<file path="src/rtl/btn_pkg.sv">
// Shared constants for the push-button conditioning stage.
package btn_pkg;

  localparam int unsigned BTN_RIGHT = 0;
  localparam int unsigned BTN_LEFT  = 1;

  localparam logic DIR_RIGHT = 1'b0;
  localparam logic DIR_LEFT  = 1'b1;

  // 10 ms at 100 MHz
  localparam int unsigned DEBOUNCE_CYCLES_DEFAULT = 1000000;

endpackage

</file>
<file path="src/rtl/debounce_cell.sv">
// One button: 2-flop synchroniser, stability counter, debounced level and edge pulses.
module debounce_cell
  import btn_pkg::*;
#(
  parameter int unsigned DEBOUNCE_CYCLES = DEBOUNCE_CYCLES_DEFAULT
) (
  input  logic clock,
  input  logic reset_n,
  input  logic btn_raw,
  output logic level,
  output logic press,
  output logic rls,
  output logic press_next
);

  localparam int unsigned CntW = $clog2(DEBOUNCE_CYCLES);
  localparam logic [CntW-1:0] CntMax = CntW'(DEBOUNCE_CYCLES - 1);

  logic [1:0]      sync_q;
  logic [CntW-1:0] cnt_q;
  logic            level_q, press_q, rls_q;
  logic            sync, mismatch, done;

  assign sync     = sync_q[1];
  assign mismatch = sync ^ level_q;
  assign done     = mismatch && (cnt_q == CntMax);

  // Lets the parent update registers on the same edge that raises press.
  assign press_next = done & sync;

  always_ff @(posedge clock or negedge reset_n) begin
    if (!reset_n) begin
      sync_q  <= '0;
      cnt_q   <= '0;
      level_q <= 1'b0;
      press_q <= 1'b0;
      rls_q   <= 1'b0;
    end else begin
      sync_q  <= {sync_q[0], btn_raw};
      press_q <= done & sync;
      rls_q   <= done & ~sync;
      if (!mismatch || done) begin
        cnt_q <= '0;
      end else begin
        cnt_q <= cnt_q + 1'b1;
      end
      if (done) begin
        level_q <= sync;
      end
    end
  end

  assign level = level_q;
  assign press = press_q;
  assign rls   = rls_q;

endmodule

</file>
<file path="src/rtl/btn_debounce.sv">
// Debounces NBTN push-buttons and keeps the barrel shifter direction bit
// (left button sets it, right button clears it).
module btn_debounce
  import btn_pkg::*;
#(
  parameter int unsigned NBTN            = 2,
  parameter int unsigned DEBOUNCE_CYCLES = DEBOUNCE_CYCLES_DEFAULT
) (
  input  logic            clock,
  input  logic            reset_n,
  input  logic [NBTN-1:0] btn_raw,
  output logic [NBTN-1:0] btn_level,
  output logic [NBTN-1:0] btn_press,
  output logic [NBTN-1:0] btn_release,
  output logic            any_press,
  output logic            dir
);

  logic [NBTN-1:0] press_next;
  logic            any_press_q, dir_q;

  for (genvar i = 0; i < NBTN; i++) begin : g_cell
    debounce_cell #(
      .DEBOUNCE_CYCLES(DEBOUNCE_CYCLES)
    ) u_cell (
      .clock      (clock),
      .reset_n    (reset_n),
      .btn_raw    (btn_raw[i]),
      .level      (btn_level[i]),
      .press      (btn_press[i]),
      .rls        (btn_release[i]),
      .press_next (press_next[i])
    );
  end

  // Simultaneous left and right presses leave the direction unchanged.
  always_ff @(posedge clock or negedge reset_n) begin
    if (!reset_n) begin
      any_press_q <= 1'b0;
      dir_q       <= DIR_RIGHT;
    end else begin
      any_press_q <= |press_next;
      if (press_next[BTN_LEFT] && !press_next[BTN_RIGHT]) begin
        dir_q <= DIR_LEFT;
      end else if (press_next[BTN_RIGHT] && !press_next[BTN_LEFT]) begin
        dir_q <= DIR_RIGHT;
      end
    end
  end

  assign any_press = any_press_q;
  assign dir       = dir_q;

endmodule

</file>
<file path="config.mk">
export PLATFORM = sky130hd
export DESIGN_NAME = btn_debounce
export DESIGN_NICKNAME = d
export VERILOG_FILES = /design/src/rtl/btn_pkg.sv /design/src/rtl/debounce_cell.sv /design/src/rtl/btn_debounce.sv
export SDC_FILE = /design/constraint.sdc
export NUM_CORES = 1
export LEC_CHECK = 0
export ABC_AREA = 1
export BUFFER_PORTS_ARGS = -buffer_cell sky130_fd_sc_hd__buf_2
export CAP_MARGIN = 20
export CORE_MARGIN = 2
export CORE_UTILIZATION = 34
export CTS_BUF_LIST = sky130_fd_sc_hd__clkbuf_2
export DETAILED_ROUTE_END_ITERATION = 10
export PLACE_DENSITY = 0.58
export SETUP_SLACK_MARGIN = 0.4
export SYNTH_ARGS = -nofsm -noshare
export SYNTH_HDL_FRONTEND = slang
export SYNTH_SLANG_ARGS = --single-unit
export TNS_END_PERCENT = 50
</file>
<file path="constraint.sdc">
create_clock -name clock -period 2 [get_ports clock]
set_input_delay 0.1 -clock clock [delete_from_list [all_inputs] [get_ports clock]]
set_output_delay 0.1 -clock clock [all_outputs]
set_load 0.005 [all_outputs]
</file>
## After elaboration in Yosys (flattened, before gate mapping)

Index checks and enable logic that the tools add are counted.

| word-level totals | value |
|---|---|
| memories kept | 0 |
| memory bits (writable) | 0 |
| register bits after elaboration | 52 |
| ROM bits | 0 |
| bits of input ports | 4 |
| logic and storage cells | 40 |
| latch bits | 0 |

| operators by class | value |
|---|---|
| multiply operators | 0 |
| reduce and logical (&&, ||, !) cells | 12 |
| order comparisons | 0 |
| multiplexer cells | 4 |
| shifts and indexed selects | 0 |
| divide/modulo/power cells | 0 |
| bitwise operators | 8 |
| eq/ne operators | 2 |
| add/subtract/negate cells | 2 |

Operators by type and width:

| cell | count |
|---|---|
| $add 20x1->20 const B | 2 |
| $eq 20x20->1 const B | 2 |
| $mux 20 | 2 |
| $and 1x1->1 | 4 |
| $logic_and 1x1->1 | 4 |
| $logic_not 1->1 | 4 |
| $logic_or 1x1->1 | 2 |
| $mux 1 | 2 |
| $not 1->1 | 2 |
| $reduce_bool 2->1 | 1 |
| $reduce_or 2->1 | 1 |
| $xor 1x1->1 | 2 |

## Logic depth before layout (Yosys ltp)

| logic depth | value |
|---|---|
| word-level depth | 7 |
| mapped depth | 9 |

## Modules after synthesis

From an unflattened synthesis, not the netlist that was laid out.

| second synthesis, totals | value |
|---|---|
| cell total of the unflattened synthesis | 367 |
| area, all modules | 2,773.9 um2 |

Modules (own cells, without submodules):

| module | area each (um2) | sequential area each (um2) | cells each | instances |
|---|---|---|---|---|
| debounce_cell | 1,336.3 | 625.6 | 178 | 2 |
| btn_debounce | 101.3 | 50.0 | 11 | 1 |

## Worst setup path before layout

No wires, ideal clock.

| timing | value |
|---|---|
| path kind | register to register |
| from | reg g_cell[0].u_cell.cnt_q[0] |
| to | reg dir_q, in the netlist dir |
| stages on the path, launching flop included | 9 |
| library setup time | 0.125 ns |
| setup slack | 0.123 ns |
| arrival | 1.752 ns |
| cell sequence | dfrtp_1 ha_1 nand2_1 nor2_4 nand3_2 nor3_2 inv_1 ha_1 mux2_2 |

| on the way | value |
|---|---|
| cells in the longest elaborated chain, start to end | 6 |

RTL lines:

| element | line | RTL |
|---|---|---|
| start, declared | debounce_cell.sv:20 | `logic [CntW-1:0] cnt_q;` |
| start signal, assigned | debounce_cell.sv:45 | `cnt_q <= cnt_q + 1'b1;` |
| $eq 20x20->1 (*) | debounce_cell.sv:26 | `assign done = mismatch && (cnt_q == CntMax);` |
| $logic_and 1x1->1 (*) | debounce_cell.sv:26 |  |
| $and 1x1->1 (*) | debounce_cell.sv:29 | `assign press_next = done & sync;` |
| net g_cell[0].u_cell.press_next | debounce_cell.sv:13 | `output logic press_next` |
| $logic_not 1->1 | btn_debounce.sv:43 | `if (press_next[BTN_LEFT] && !press_next[BTN_RIGHT]) begin` |
| $logic_and 1x1->1 | btn_debounce.sv:43 |  |
| $mux 1 / $reduce_bool 2->1 (equally long branches) | - |  |
| end signal, assigned | btn_debounce.sv:40 | `dir_q <= DIR_RIGHT;` |
| end signal, assigned | btn_debounce.sv:44 | `dir_q <= DIR_LEFT;` |
| end signal, assigned | btn_debounce.sv:46 | `dir_q <= DIR_RIGHT;` |
| end, declared | btn_debounce.sv:20 | `logic any_press_q, dir_q;` |

The timed path passes the listed nets; every way through them passes the cells marked *.
A chain may end at the register's enable or synchronous reset.

## Final worst setup path

| timing | value |
|---|---|
| from | reg g_cell[0].u_cell.cnt_q[1] |
| to | reg dir_q, in the netlist dir |

The elaborated chain is that of the path after synthesis.

==> metrics.md <==
| Metric | Value |
|---|---|
| Total power | `1.84 mW` |
| Post-route ant nets | `0` |
| Final Skew | `0.0411 ns` |
| Initial core utilization | `34.5%` |
| RSZ-0062 raised after global routing | `yes` |
| DIE HEIGHT | `94.7 um` |
| Final period util | `91.3%` |
| # fillers | `848` |
| Footprint of the multi-input gates | `0.00135 mm2` |
| Clock Latency Late Sink | `0.44 ns` |
| WHS | `0.188 ns` |
| Post-synth EDFFs | `0` |
| Clock Sinks | `52` |
| #FFs+latches synth | `52` |
| Core Footprint | `0.00809 mm2` |
| Leak Pwr | `1.56 nW` |
| Crit path buffers/inverters | `1` |
| Syn_area_per_cell | `7.92 um2` |
| Post-layout nets | `411` |
| Global-route wire length before repair | `9.98 mm` |
| First-pass iteration count of the detailed router | `4` |
| Detailed placement HPWL | `3.96 mm` |
| Worst R2R End | `dir` |
| Max Fclk | `0.548 GHz` |
| Final Max Tran Viols | `0` |
| Reg2reg start | `g_cell[0].u_cell.cnt_q[1]` |
| CP required | `2.38 ns` |
| Maximum vdd drop | `0.289 mV` |
| Final hold vios | `0` |
| Outcome | `finished clean` |
| Area leader, netlist | `dfrtp_1` |
| CP Cell Sequence | `ha_2, nand2_4, nor2_4, nand3_4, nor3_4, inv_2, ha_4, mux2_4` |
| CP delay by family, top | `simple AND/OR/NAND/NOR gates` |
| Crit path arrival time | `2.20 ns` |
| Largest net degree at the start of global routing | `34` |
| Die area | `0.00896 mm2` |
| DRT iter0 DRCs | `163` |
| Critical-path top delay cell | `dfrtp_1` |
| Critical Path Source Type | `register` |
| Critical path's largest stage delay | `0.43 ns` |
| Reg2reg setup slack | `0.17 ns` |
| Max clock buf depth | `2` |
| DR vias | `2259` |
| CTS tree | `built` |
| Drt wl/cell | `11.5 um` |
| # setup viols final | `0` |
| Syn nets | `361` |
| Final Routed Wirelength | `5.87 mm` |
| Num ports | `12` |
| Worst reg-to-reg path cell count | `8` |
| Slew margin rel. | `51.8%` |
| Num CTS Buffers | `5` |
| Most frequent cells after synthesis | `93 x nor2_1, 79 x nand2_1, 52 x dfrtp_1` |
| Global route total overflow | `0` |
| Placer Congestion | `0.863` |
| Clk slew on worst S/H paths | `0.27 ns` |
| Pwr dens | `544 mW/mm2` |
| Placed cell count | `471` |
| Mapped Cells | `353` |
| Top cell type's share of synthesized area | `46.6%` |
| Synth-to-layout area growth | `21.3%` |
| Vias in the first global route | `2107` |
| Worst Path Class, Setup | `register to register` |
| Vias/cell | `4.45` |
| Input/output buffers | `11` |
| YS warnings | `0` |
| Primary FF master, synth | `dfrtp_1` |
| Residual DRC | `0` |
| Top post-synthesis cells by area | `dfrtp_1 47%, nor2_1 12%, nand2_1 11%` |
| N_diodes | `0` |
| Count leader, synth | `nor2_1` |
| Worst Path Max Fanout | `3` |
| H-tree depth | `2` |
| Root Buffer | `clkbuf_2` |
| FF/Latch Area | `0.00131 mm2` |
| Least-Margin Pin Slew | `0.723 ns` |
| HP Class | `input pin to asynchronous set/reset pin` |
| Setup_tns | `0 ns` |
| Endpoint type of the worst setup path | `register` |
| Non-Filler Instances | `508` |
| Sequential share of the synthesized area | `46.6%` |
| Worst Setup SP | `g_cell[0].u_cell.cnt_q[1]` |
| Worst path depth | `8` |
| GRT Total Usage | `14.0%` |
| Ys async rst share | `100%` |
| Initial antenna violation count | `0` |
| Tmin final | `1.83 ns` |
| Die W | `94.7 um` |
| Layout cells sized above 1 | `22.1%` |
| Max-Cap Viols | `0` |
| Area of the mapped netlist | `0.00280 mm2` |
| Distinct cell type count after synthesis | `27` |
| FP Rows | `33` |
==> timing repair <==
item,CTS,global route
setup endpoints to repair,4,13
hold buffers,3,0
cloned,0,0
setup buffers,19,8
resized for setup,8,12
pin swaps,4,7
endpoints found under the hold margin,33,0
==> logic make-up (layout without fill, tap and decap cells) <==
group	count (synthesis)	in the layout	synth area share, %
fa+ha+maj	4	4	1.79
flops	52	52	46.6
mux	1	1	0.403
simple gates	218	218	34.4
buf+inv	49	99	7.92
xor+xnor	23	23	7.74
compound gates	6	6	1.16
==> report_power, final <==
group          internal [mW]  switching [mW]  leakage [nW]
clock network          0.329           0.339        0.0490
registers               1.07          0.0138         0.707
logic                 0.0374          0.0575         0.802
==> worst max path at each step <==
stage / to
5_1_grt: dir
3_5_place_dp: dir
6_report: dir
4_1_cts: dir
2_1_floorplan: dir
3_3_place_gp: dir
==> placed cells by master (no fill, tap or decap), drive strengths merged <==
cell,synthesis,final
xor2,14,14
nor2,98,98
o21ai,3,3
clkbuf,0,5
nand2,84,84
mux2,1,1
nor3,4,4
xnor2,9,9
dlygate4sd3,0,3
nand3,23,23
and2,1,1
bufinv,0,2
clkinv,1,1
buf,8,48
a21oi,2,2
o21bai,1,1
nand4,8,8
inv,40,40
dfrtp,52,52
ha,4,4
==> worst reg2reg max path: cells and delay by family, from the launching register on <==
| kind | cells | cell delay [ns] |
|---|---|---|
| AND/OR/NAND/NOR | 4 | 0.53 |
| adder cells (fa/ha/maj) | 2 | 0.49 |
| flip-flops | 1 | 0.43 |
| multiplexers | 1 | 0.29 |
| buffers and inverters | 1 | 0.08 |
==> layer usage <==
| layer | up-vias | track usage [%] | part of all wire (%) |
|---|---|---|---|
| li1 | 1163 | - | - |
| met1 | 1046 | 20.4 | 52 |
| met2 | 43 | 21.2 | 43 |
| met3 | 7 | 3.11 | 4.0 |
| met4 | 0 | 3.62 | 1.2 |
| met5 | - | 0 | 0 |
==> layout make-up <==
class	count	area share [%]
Clock inverter	2	1.77
Multi-Input combinational cell	252	39.9
Tap cell	105	3.88
Timing Repair Buffer	51	10.7
Inverter	41	4.54
Clock buffer	5	0.738
Sequential cell	52	38.5
==> state kept, by name, indices dropped and copies added (netlist names) <==
register / flops
g_cell.u_cell.sync_q: 4
g_cell.u_cell.rls: 2
g_cell.u_cell.cnt_q: 40
any_press: 1
dir: 1
g_cell.u_cell.press: 2
g_cell.u_cell.level: 2
==> per-stage QoR <==
stage | setup slack, ns | utilization (%) | instance area (um2)
floorplan | 0.156 | - | 2800
global placement | 0.120 | 37.0 | 3000
detailed placement | 0.0274 | 37.0 | 3000
CTS | 0.129 | 40.6 | 3290
global route | 0.0635 | 41.9 | 3390
finish | 0.174 | 41.9 | 3390
Power figures use the tool's default switching activity.
